--- src/rtl/msrv32_lsu_ctrl_if.sv ---
// Data-bus port of the msrv32 load/store unit: request/ack handshake plus address and data lanes.
// The LSU controller drives the master side, the memory/interconnect sits on the slave side.
interface msrv32_lsu_ctrl_if;
    logic [31:0] dbus_addr_out;
    logic [31:0] dbus_wdata_out;
    logic [3:0]  dbus_wr_mask_out;
    logic        dbus_rd_req_out;
    logic        dbus_wr_req_out;
    logic        dbus_ack_in;
    logic [31:0] dbus_rdata_in;

    modport master (
        output dbus_addr_out,
        output dbus_wdata_out,
        output dbus_wr_mask_out,
        output dbus_rd_req_out,
        output dbus_wr_req_out,
        input  dbus_ack_in,
        input  dbus_rdata_in
    );

    modport slave (
        input  dbus_addr_out,
        input  dbus_wdata_out,
        input  dbus_wr_mask_out,
        input  dbus_rd_req_out,
        input  dbus_wr_req_out,
        output dbus_ack_in,
        output dbus_rdata_in
    );
endinterface

--- src/rtl/msrv32_lsu_ctrl.sv ---
// msrv32 load/store controller: one outstanding data-bus access, pipeline stall while in flight,
// byte-lane store formatting, load extraction/extension and request timeout.
module msrv32_lsu_ctrl #(
    parameter int unsigned TIMEOUT_CYCLES = 255
) (
    input  logic                ms_riscv32_mp_clk_in,
    input  logic                ms_riscv32_mp_rst_n_in,
    input  logic                load_req_in,
    input  logic                store_req_in,
    input  logic [1:0]          load_size_in,
    input  logic                load_unsigned_in,
    input  logic [31:0]         addr_in,
    input  logic [31:0]         store_data_in,
    input  logic                flush_in,
    msrv32_lsu_ctrl_if.master   dbus,
    output logic                stall_out,
    output logic [31:0]         load_data_out,
    output logic                load_valid_out,
    output logic                bus_error_out
);

    localparam int unsigned CntW = $clog2(TIMEOUT_CYCLES + 1);
    localparam logic [CntW-1:0] CntLast = CntW'(TIMEOUT_CYCLES - 1);

    typedef enum logic [1:0] {StIdle, StRdWait, StWrWait, StResp} state_e;

    state_e          state_q, state_d;
    logic [31:0]     addr_q, addr_d;
    logic [31:0]     wdata_q, wdata_d;
    logic [3:0]      mask_q, mask_d;
    logic [1:0]      size_q, size_d;
    logic            uns_q, uns_d;
    logic [1:0]      off_q, off_d;
    logic [CntW-1:0] cnt_q, cnt_d;
    logic            kill_q, kill_d;
    logic            rd_req_q, rd_req_d;
    logic            wr_req_q, wr_req_d;
    logic [31:0]     load_data_q, load_data_d;
    logic            load_valid_q, load_valid_d;
    logic            bus_error_q, bus_error_d;

    logic accepting, acc_load, acc_store, in_wait, killed;

    function automatic logic [31:0] extract(input logic [1:0] size, input logic uns,
                                            input logic [1:0] off, input logic [31:0] word);
        logic [7:0]  b;
        logic [15:0] h;
        b = word[{off, 3'b000} +: 8];
        h = word[{off[1], 4'b0000} +: 16];
        case (size)
            2'b00:   extract = uns ? {24'h0, b} : {{24{b[7]}}, b};
            2'b01:   extract = uns ? {16'h0, h} : {{16{h[15]}}, h};
            default: extract = word;
        endcase
    endfunction

    assign accepting = (state_q == StIdle) || (state_q == StResp);
    assign acc_load  = accepting && load_req_in && !flush_in;
    // The load wins a simultaneous load/store; the store is simply dropped.
    assign acc_store = accepting && !acc_load && store_req_in && !flush_in;
    assign in_wait   = (state_q == StRdWait) || (state_q == StWrWait);
    assign killed    = kill_q || flush_in;

    always_comb begin
        state_d      = state_q;
        addr_d       = addr_q;
        wdata_d      = wdata_q;
        mask_d       = mask_q;
        size_d       = size_q;
        uns_d        = uns_q;
        off_d        = off_q;
        cnt_d        = cnt_q;
        kill_d       = kill_q;
        rd_req_d     = rd_req_q;
        wr_req_d     = wr_req_q;
        load_data_d  = load_data_q;
        load_valid_d = 1'b0;
        bus_error_d  = 1'b0;

        case (state_q)
            StIdle, StResp: begin
                state_d = StIdle;
                if (acc_load) begin
                    state_d  = StRdWait;
                    addr_d   = {addr_in[31:2], 2'b00};
                    size_d   = load_size_in;
                    uns_d    = load_unsigned_in;
                    off_d    = addr_in[1:0];
                    mask_d   = 4'b0000;
                    cnt_d    = '0;
                    kill_d   = 1'b0;
                    rd_req_d = 1'b1;
                end else if (acc_store) begin
                    state_d  = StWrWait;
                    addr_d   = {addr_in[31:2], 2'b00};
                    cnt_d    = '0;
                    kill_d   = 1'b0;
                    wr_req_d = 1'b1;
                    case (load_size_in)
                        2'b00: begin
                            mask_d  = 4'b0001 << addr_in[1:0];
                            wdata_d = {4{store_data_in[7:0]}};
                        end
                        2'b01: begin
                            mask_d  = 4'b0011 << {addr_in[1], 1'b0};
                            wdata_d = {2{store_data_in[15:0]}};
                        end
                        default: begin
                            mask_d  = 4'b1111;
                            wdata_d = store_data_in;
                        end
                    endcase
                end
            end
            StRdWait, StWrWait: begin
                kill_d = killed;
                if (dbus.dbus_ack_in) begin
                    state_d  = StResp;
                    rd_req_d = 1'b0;
                    wr_req_d = 1'b0;
                    if (state_q == StRdWait && !killed) begin
                        load_valid_d = 1'b1;
                        load_data_d  = extract(size_q, uns_q, off_q, dbus.dbus_rdata_in);
                    end
                end else if (cnt_q == CntLast) begin
                    state_d     = StResp;
                    rd_req_d    = 1'b0;
                    wr_req_d    = 1'b0;
                    bus_error_d = 1'b1;
                end else begin
                    cnt_d = cnt_q + CntW'(1);
                end
            end
            default: state_d = StIdle;
        endcase
    end

    always_ff @(posedge ms_riscv32_mp_clk_in or negedge ms_riscv32_mp_rst_n_in) begin
        if (!ms_riscv32_mp_rst_n_in) begin
            state_q      <= StIdle;
            addr_q       <= '0;
            wdata_q      <= '0;
            mask_q       <= '0;
            size_q       <= '0;
            uns_q        <= 1'b0;
            off_q        <= '0;
            cnt_q        <= '0;
            kill_q       <= 1'b0;
            rd_req_q     <= 1'b0;
            wr_req_q     <= 1'b0;
            load_data_q  <= '0;
            load_valid_q <= 1'b0;
            bus_error_q  <= 1'b0;
        end else begin
            state_q      <= state_d;
            addr_q       <= addr_d;
            wdata_q      <= wdata_d;
            mask_q       <= mask_d;
            size_q       <= size_d;
            uns_q        <= uns_d;
            off_q        <= off_d;
            cnt_q        <= cnt_d;
            kill_q       <= kill_d;
            rd_req_q     <= rd_req_d;
            wr_req_q     <= wr_req_d;
            load_data_q  <= load_data_d;
            load_valid_q <= load_valid_d;
            bus_error_q  <= bus_error_d;
        end
    end

    assign dbus.dbus_addr_out    = addr_q;
    assign dbus.dbus_wdata_out   = wdata_q;
    assign dbus.dbus_wr_mask_out = mask_q;
    assign dbus.dbus_rd_req_out  = rd_req_q;
    assign dbus.dbus_wr_req_out  = wr_req_q;

    assign stall_out      = in_wait || acc_load || acc_store;
    assign load_data_out  = load_data_q;
    assign load_valid_out = load_valid_q;
    assign bus_error_out  = bus_error_q;

endmodule

--- src/flat_wrapper.sv ---
// flat-port wrapper written by rule: the top's interface ports become plain ports
module msrv32_lsu_ctrl_flat 
#(
    parameter int unsigned TIMEOUT_CYCLES = 255
)
  (ms_riscv32_mp_clk_in, ms_riscv32_mp_rst_n_in, load_req_in, store_req_in, load_size_in, load_unsigned_in, addr_in, store_data_in, flush_in, stall_out, load_data_out, load_valid_out, bus_error_out, dbus_dbus_addr_out, dbus_dbus_wdata_out, dbus_dbus_wr_mask_out, dbus_dbus_rd_req_out, dbus_dbus_wr_req_out, dbus_dbus_ack_in, dbus_dbus_rdata_in);
  msrv32_lsu_ctrl_if dbus_i ();
  input  logic ms_riscv32_mp_clk_in;
  input  logic ms_riscv32_mp_rst_n_in;
  input  logic load_req_in;
  input  logic store_req_in;
  input  logic [1:0] load_size_in;
  input  logic load_unsigned_in;
  input  logic [31:0] addr_in;
  input  logic [31:0] store_data_in;
  input  logic flush_in;
  output logic stall_out;
  output logic [31:0] load_data_out;
  output logic load_valid_out;
  output logic bus_error_out;
  output wire logic [$bits(dbus_i.dbus_addr_out)-1:0] dbus_dbus_addr_out;
  output wire logic [$bits(dbus_i.dbus_wdata_out)-1:0] dbus_dbus_wdata_out;
  output wire logic [$bits(dbus_i.dbus_wr_mask_out)-1:0] dbus_dbus_wr_mask_out;
  output wire logic [$bits(dbus_i.dbus_rd_req_out)-1:0] dbus_dbus_rd_req_out;
  output wire logic [$bits(dbus_i.dbus_wr_req_out)-1:0] dbus_dbus_wr_req_out;
  input wire logic [$bits(dbus_i.dbus_ack_in)-1:0] dbus_dbus_ack_in;
  input wire logic [$bits(dbus_i.dbus_rdata_in)-1:0] dbus_dbus_rdata_in;
  assign dbus_dbus_addr_out = dbus_i.dbus_addr_out;
  assign dbus_dbus_wdata_out = dbus_i.dbus_wdata_out;
  assign dbus_dbus_wr_mask_out = dbus_i.dbus_wr_mask_out;
  assign dbus_dbus_rd_req_out = dbus_i.dbus_rd_req_out;
  assign dbus_dbus_wr_req_out = dbus_i.dbus_wr_req_out;
  assign dbus_i.dbus_ack_in = dbus_dbus_ack_in;
  assign dbus_i.dbus_rdata_in = dbus_dbus_rdata_in;
  msrv32_lsu_ctrl #(.TIMEOUT_CYCLES(TIMEOUT_CYCLES)) u_core (.ms_riscv32_mp_clk_in(ms_riscv32_mp_clk_in), .ms_riscv32_mp_rst_n_in(ms_riscv32_mp_rst_n_in), .load_req_in(load_req_in), .store_req_in(store_req_in), .load_size_in(load_size_in), .load_unsigned_in(load_unsigned_in), .addr_in(addr_in), .store_data_in(store_data_in), .flush_in(flush_in), .dbus(dbus_i), .stall_out(stall_out), .load_data_out(load_data_out), .load_valid_out(load_valid_out), .bus_error_out(bus_error_out));
endmodule
--- config.mk ---
export PLATFORM = sky130hd
export DESIGN_NAME = msrv32_lsu_ctrl_flat
export DESIGN_NICKNAME = d
export VERILOG_FILES = /design/src/rtl/msrv32_lsu_ctrl_if.sv /design/src/rtl/msrv32_lsu_ctrl.sv /design/src/flat_wrapper.sv
export SDC_FILE = /design/constraint.sdc
export NUM_CORES = 1
export LEC_CHECK = 0
export CORE_UTILIZATION = 48
export DETAILED_ROUTE_END_ITERATION = 8
export GPL_TIMING_DRIVEN = 0
export PLACE_DENSITY_LB_ADDON = 0.12
export SETUP_SLACK_MARGIN = 0.2
export SYNTH_ARGS = -nofsm -noshare
export SYNTH_HDL_FRONTEND = slang
export SYNTH_SLANG_ARGS = --single-unit
--- constraint.sdc ---
create_clock -name ms_riscv32_mp_clk_in -period 4.1 [get_ports ms_riscv32_mp_clk_in]
set_input_delay 1.23 -clock ms_riscv32_mp_clk_in [delete_from_list [all_inputs] [get_ports ms_riscv32_mp_clk_in]]
set_output_delay 1.23 -clock ms_riscv32_mp_clk_in [all_outputs]
set_load 0.02 [all_outputs]
==> reports/metrics.csv, run 1 <==
stage,metric,value,unit
outcome,outcome,completed,
worst_setup_path,number of buffers and inverters on the critical path,3,
floorplan,DIE HEIGHT,111,microns
clocking,CTS root buf,clkbuf_16,
worst_setup_path,CP Launch Type,input pin,
pwr,VDD IR max,0.468,mV
place,cell count after placement,938,
yosys,most frequent cells after synthesis,"nand2_1, dfrtp_1, nor2_1, mux2i_1, o21ai_0",
job,max cap viols,0,
timing,min Tclk post-route,3730,ps
yosys,Mapped Area,0.00567,sq mm
worst_setup_path,Worst Setup End Kind,output pin,
yosys,synthesized flop and latch total,118,
floorplan,area of the die,0.0123,sq mm
cells_and_area,Ant. Diodes,0,
grt,global-route wire length before repair,27000,microns
worst_setup_path,Reg2Reg Depth,7,
place,port bufs,205,
timing,final setup fails,0,
worst_setup_path,kind of cell adding the most delay to the critical path,buffers and inverters,
cells_and_area,area delta synth->final,50.6,%
worst_setup_path,"Req. time, crit path",2870,ps
grt,largest net degree at the start of global routing,73,
floorplan,Core ar.,0.0115,sq mm
routing,via/cell ratio,5.39,
routing,First-pass DRT Iterations,5,
cells_and_area,fin util,74.5,%
timing,Final Slew Violations,0,
timing,achievable clock frequency,268,MHz
timing,fin crit share,91.1,%
clocking,CTS tree,built,
pwr,Pleak,0.00387,uW
timing,Fin Setup TNS,0,ps
yosys,Syn Inst Count,588,
clocking,hold-fix buffers at CTS,0,
yosys,Syn Area/Cell,9.65,sq um
yosys,"area leader, netlist",dfrtp_1,
clocking,H-tree levels,4,
grt,initial antenna violation count,0,
worst_hold_path,Worst Hold Class,register to register,
yosys,number of synthesized flops with an enable pin,0,
worst_setup_path,Critical Path Fanout Max,10,
cells_and_area,layout cell share with drive strength beyond 1,10.3,%
pwr,Pwr Density,768,mW/mm^2
yosys,top_reg_cell synth,dfrtp_1,
routing,initial drt markers,267,
worst_hold_path,worst min-delay path startpoint,u_core.dbus.dbus_addr_out[14]$_DFFE_PN0P_,
routing,DR DRC count,0,
grt,GR Util All Layers,27.9,%
grt,number of global-route vias before repair,5496,
worst_setup_path,"reg-to-reg slack, setup",2000,ps
worst_setup_path,CP cell instances,clkdlybuf4s50_1 -> nor2b_4 -> o21ai_4 -> clkbuf_4 -> nand2_1 -> clkbuf_2,
clocking,Bufs on Longest Clock Path,2,
routing,WL final,16400,microns
worst_setup_path,origin of the worst setup path,flush_in,
routing,via count,5230,
worst_setup_path,Crit path arrival time,2500,ps
floorplan,Die X,111,microns
timing,max_slew headroom,53.2,%
timing,Worst-Margin Slew,702,ps
cells_and_area,Finished Layout Cells,970,
worst_setup_path,CP Class,input pin to output pin,
yosys,Yosys cell types,51,
yosys,most numerous cell in the Yosys netlist,nand2_1,
timing,Final Skew,5.88,ps
worst_setup_path,worst r2r src,u_core.state_q[0]$_DFFE_PN0P_,
place,Detail Placement HPWL,12100,microns
routing,Antenna Violating Nets Remaining,0,
yosys,largest cells by area after synthesis,"dfrtp_1, nand2_1, mux2i_1",
worst_setup_path,crit path to,stall_out,
yosys,sequential fraction of the synthesis area,52.1,%
timing,Fin. Hold Viols,0,
clocking,total CTS buffers,17,
clocking,TritonCTS Sinks,118,
yosys,top cell type's share of synthesized area,52.1,%
timing,RSZ-0062 raised after global routing,no,
yosys,post-synthesis async set-or-reset flop share,100,%
worst_setup_path,"slowest stage delay, CP",500,ps
floorplan,Rows,39,
cells_and_area,post-route cell area,0.00855,sq mm
yosys,Syn. warnings,0,
worst_setup_path,RR Endpoint,u_core.dbus.dbus_wdata_out[30]$_DFFE_PN0P_,
worst_setup_path,slowest CP cell,clkdlybuf4s50_1,
worst_setup_path,Stages on worst setup path,6,
place,DP Area,0.00794,sq mm
place,routability cong.,0.896,
clocking,clk slew on worst S/H paths,50,ps
clocking,Clock Latency Late Sink,410,ps
cells_and_area,# nets final,922,
clocking,setup bufs post-CTS,0,
floorplan,Ports,210,
routing,WL/cell,16.9,microns
grt,grt ovf,0,
floorplan,Starting Density,49.5,%
timing repair:
action / in CTS / in global routing
setup endpoints to repair: 1 / 1
gates resized for setup: 7 / 2
pin swaps: 1 / 0
sequential cells by signal, summed over array words and instances (netlist names), 2 cells and up:
signal and cells:
u_core.cnt_q 8, u_core.dbus.dbus_addr_out 30, u_core.dbus.dbus_wdata_out 32, u_core.dbus.dbus_wr_mask_out 4
u_core.load_data_out 32, u_core.off_q 2, u_core.size_q 2, u_core.state_q 2
layout by cell type (no fill, tap or decap), types with 3 or more instances in the layout:
cell | synthesis | routed
clkdlybuf4s50_1 | 0 | 203
nand2_1 | 168 | 168
dfrtp_1 | 118 | 118
nor2_1 | 47 | 47
mux2i_1 | 33 | 33
o21ai_0 | 31 | 31
a21oi_1 | 29 | 29
clkbuf_1 | 20 | 22
clkbuf_16 | 0 | 17
inv_1 | 15 | 15
a221oi_1 | 15 | 15
buf_2 | 11 | 11
a31oi_4 | 10 | 10
mux2_2 | 10 | 10
a31oi_1 | 9 | 9
nand3_1 | 8 | 8
a21o_1 | 8 | 8
nor3_1 | 8 | 8
clkinv_2 | 0 | 6
buf_4 | 5 | 5
buf_6 | 2 | 3
ha_1 | 3 | 3
bufinv_16 | 0 | 3
routing by layer:
layer,GRT usage (%),up-vias,share of wire (%)
li1,-,2447,-
met1,33.6,2531,41
met2,45.5,204,49
met3,7.82,48,6.1
met4,14.6,0,3.5
met5,0,-,0
worst register-to-register path, cell delays in order, from the launching register on:
cell and delay (ps):
dfrtp_1 380, ha_1 300, buf_2 210, nor2b_4 230, nand3b_1 250, clkbuf_1 350, nand2_1 150, o21ai_0 90
area by class of cell:
type	count	area (sq um)
well taps	143	179
plain buffers	39	214
fillers	833	2920
inverters	15	56.3
repair buffers	206	2080
multi-input cells	417	2480
clock inverters	10	128
flip-flops and latches	118	2950
clock buffers	22	464
power by group:
group | switching, uW | internal [uW] | total [uW]
Clock | 516 | 980 | 1500
Sequential | 313 | 1660 | 1980
Combinational | 1690 | 1400 | 3090
logic make-up (layout without fill, tap and decap cells):
group | after synthesis | after routing | synth area share [%]
simple gates | 249 | 249 | 18.1
xor+xnor | 2 | 2 | 0.309
buf+inv | 54 | 292 | 4.70
fa+ha+maj | 3 | 3 | 0.662
mux | 45 | 45 | 8.45
compound gates | 116 | 116 | 15.7
flops | 118 | 118 | 52.1
other cells | 1 | 2 | 0.0661
how the worst min path moves through the flow:
stage | to | slack, ps | cells after the start
finish | u_core.dbus.dbus_addr_out[14]$_DFFE_PN0P_ | 470 | 2
global route | u_core.dbus.dbus_addr_out[31]$_DFFE_PN0P_ | 500 | 2
CTS | u_core.dbus.dbus_addr_out[6]$_DFFE_PN0P_ | 480 | 2
detailed placement | u_core.dbus.dbus_addr_out[5]$_DFFE_PN0P_ | 460 | 2
global placement | u_core.dbus.dbus_addr_out[14]$_DFFE_PN0P_ | 460 | 2
floorplan | u_core.kill_q$_DFFE_PN0P_ | 470 | 2
metrics by stage:
step	total power [uW]	worst slack, ps	hold slack [ps]
floorplan	3680	889	473
global placement	4960	-2740	458
detailed placement	5070	-376	462
CTS	6600	209	476
global route	6920	279	499
finish	6560	366	473
(Power assumes the default switching activity.)
==> run 2, diff against run 1 <==
Settings changed: CTS_CLUSTER_SIZE from default to 30, PLACE_DENSITY from default to 0.9, PLACE_DENSITY_LB_ADDON 0.12 to default.
==> reports/metrics.csv, run 2 (synthesis gave the netlist of run 1 again) <==
stage,metric,value,unit
worst_setup_path,CP cell instances,clkdlybuf4s50_1 -> nor2b_4 -> o21ai_4 -> clkbuf_4 -> nand2_1 -> clkdlybuf4s15_2,
routing,First-pass DRT Iterations,4,
timing,achievable clock frequency,261,MHz
pwr,Pwr Density,790,mW/mm^2
place,port bufs,205,
floorplan,Die X,111,microns
worst_setup_path,CP Class,input pin to output pin,
worst_setup_path,"Req. time, crit path",2870,ps
pwr,VDD IR max,0.445,mV
timing,Worst-Margin Slew,779,ps
routing,Antenna Violating Nets Remaining,0,
grt,number of global-route vias before repair,5541,
cells_and_area,multi-input logic area,0.00248,sq mm
worst_setup_path,kind of cell adding the most delay to the critical path,buffers and inverters,
worst_setup_path,Stages on worst setup path,6,
pwr,Pleak,0.00390,uW
timing,max_slew headroom,48.1,%
floorplan,area of the die,0.0123,sq mm
cells_and_area,fin util,75.2,%
grt,global-route wire length before repair,27900,microns
cells_and_area,"most common cell after layout, fill and taps aside",clkdlybuf4s50_1,
worst_setup_path,CP Launch Type,input pin,
cells_and_area,layout cell share with drive strength beyond 1,10.3,%
cells_and_area,# nets final,923,
worst_setup_path,Crit path arrival time,2600,ps
routing,via/cell ratio,5.43,
cells_and_area,most frequent cells in the layout,"clkdlybuf4s50_1, nand2_1, dfrtp_1, nor2_1, mux2i_1",
pwr,Net Switching,2600,uW
grt,initial antenna violation count,0,
clocking,CTS tree,built,
cells_and_area,area delta synth->final,52.1,%
worst_setup_path,number of buffers and inverters on the critical path,3,
place,routability cong.,0.905,
pwr,Flop pwr share,29.4,%
routing,DR DRC count,0,
floorplan,Core ar.,0.0115,sq mm
clocking,hold-fix buffers at CTS,0,
clocking,TritonCTS Sinks,118,
timing,fin crit share,93.4,%
pwr,Net Sw Frac,38.1,%
floorplan,Rows,39,
timing,final setup fails,0,
pwr,cell internal pwr,4220,uW
routing,initial drt markers,316,
worst_setup_path,"slowest stage delay, CP",510,ps
pwr,Clock power frac,24.6,%
clocking,clk slew on worst S/H paths,50,ps
timing,min Tclk post-route,3830,ps
place,DP Worst Slack,-349,ps
cells_and_area,Fillers,785,
timing,RSZ-0062 raised after global routing,no,
clocking,total CTS buffers,17,
worst_setup_path,Reg2Reg Depth,7,
worst_hold_path,hold path cells,2,
grt,GR Util All Layers,29.3,%
place,Detail Placement HPWL,12900,microns
worst_hold_path,Worst Hold Class,register to register,
floorplan,DIE HEIGHT,111,microns
routing,WL final,17300,microns
job,max cap viols,0,
worst_setup_path,Worst Setup End Kind,output pin,
cells_and_area,sequential cell area,0.00295,sq mm
floorplan,Ports,210,
pwr,Tot Pwr,6820,uW
grt,largest net degree at the start of global routing,61,
clocking,Bufs on Longest Clock Path,2,
timing,Fin. Hold Viols,0,
clocking,CTS root buf,clkbuf_16,
timing,Final Slew Violations,0,
outcome,outcome,completed,
worst_setup_path,Critical Path Fanout Max,10,
worst_setup_path,slowest CP cell,clkdlybuf4s50_1,
floorplan,Starting Density,49.5,%
timing,Final WS setup,270,ps
timing,Final Skew,5.19,ps
grt,grt ovf,0,
routing,via count,5273,
routing,WL/cell,17.8,microns
pwr,Gate power share,46.0,%
clocking,H-tree levels,4,
clocking,Clock Latency Late Sink,410,ps
cells_and_area,Ant. Diodes,0,
-- run 2: changes by cell type in the layout (fill, tap and decap cells not counted), sizes merged --
cell           previous run  this run
clkinv                    6         1
bufinv                    3         6
clkbuf                   43        41
inv                      15        17
buf                      21        22
clkdlybuf4s15             0         1
clkinvlp                  1         2
-- run 2: tightest hold or removal path, stage by stage (launching register included) --
cell     delay [ps]
dfrtp_1         340
nand2_1          50
nand2_1          60
-- run 2: what timing repair did --
action	4_1_cts	5_1_grt
resized for setup	8	2
buffers inserted	0	1
setup endpoints to repair	1	1
pin swaps	0	1
-- run 2: cell type report --
cell class / instances / share of cell area [%]
Clock buffer: 21 / 5.11
Inverter: 15 / 0.653
Clock inverter: 11 / 2.57
Buffer: 39 / 2.48
Tap cell: 143 / 2.07
Timing Repair Buffer: 207 / 24.2
Multi-Input combinational cell: 417 / 28.7
Sequential cell: 118 / 34.2
-- run 2: worst paths after layout --
path	startpoint	endpoint	slack [ps]
min in group asynchronous	ms_riscv32_mp_rst_n_in	u_core.load_data_out[13]$_DFFE_PN0P_	900
hold reg to reg	u_core.dbus.dbus_addr_out[28]$_DFFE_PN0P_	u_core.dbus.dbus_addr_out[28]$_DFFE_PN0P_	480
setup / recovery	flush_in	stall_out	270
hold / removal	u_core.dbus.dbus_addr_out[28]$_DFFE_PN0P_	u_core.dbus.dbus_addr_out[28]$_DFFE_PN0P_	480
setup reg to reg	u_core.state_q[0]$_DFFE_PN0P_	u_core.dbus.dbus_wdata_out[29]$_DFFE_PN0P_	1810
max in group asynchronous	ms_riscv32_mp_rst_n_in	u_core.bus_error_out$_DFF_PN0_	2440
-- run 2: routing by layer --
layer	vias up	GRT usage, %	part of all wire (%)
li1	2463	-	-
met1	2533	32.9	38
met2	227	50.3	51
met3	50	8.47	6.8
met4	0	15.3	3.7
met5	-	0	0
-- run 2: power by group through the flow --
stage	registers, uW	logic (uW)	clock network, uW
after CTS	2000	3140	1690
after global placement	1960	2990	0
after floorplan	2480	1200	0
final	2000	3140	1670
after detailed placement	2000	3100	0
after global routing	2060	3360	1740
-- run 2: through the flow --
step / cell area [sq um] / TNS, ps / hold WS (ps) / cells
6_report: 8630 / 0 / 478 / 971
5_1_grt: 8630 / 0 / 502 / 971
4_1_cts: 8620 / 0 / 481 / 970
3_5_place_dp: 7930 / -349 / 466 / 938
3_3_place_gp: 7910 / -297420 / 459 / 937
2_1_floorplan: 5680 / 0 / 473 / 589
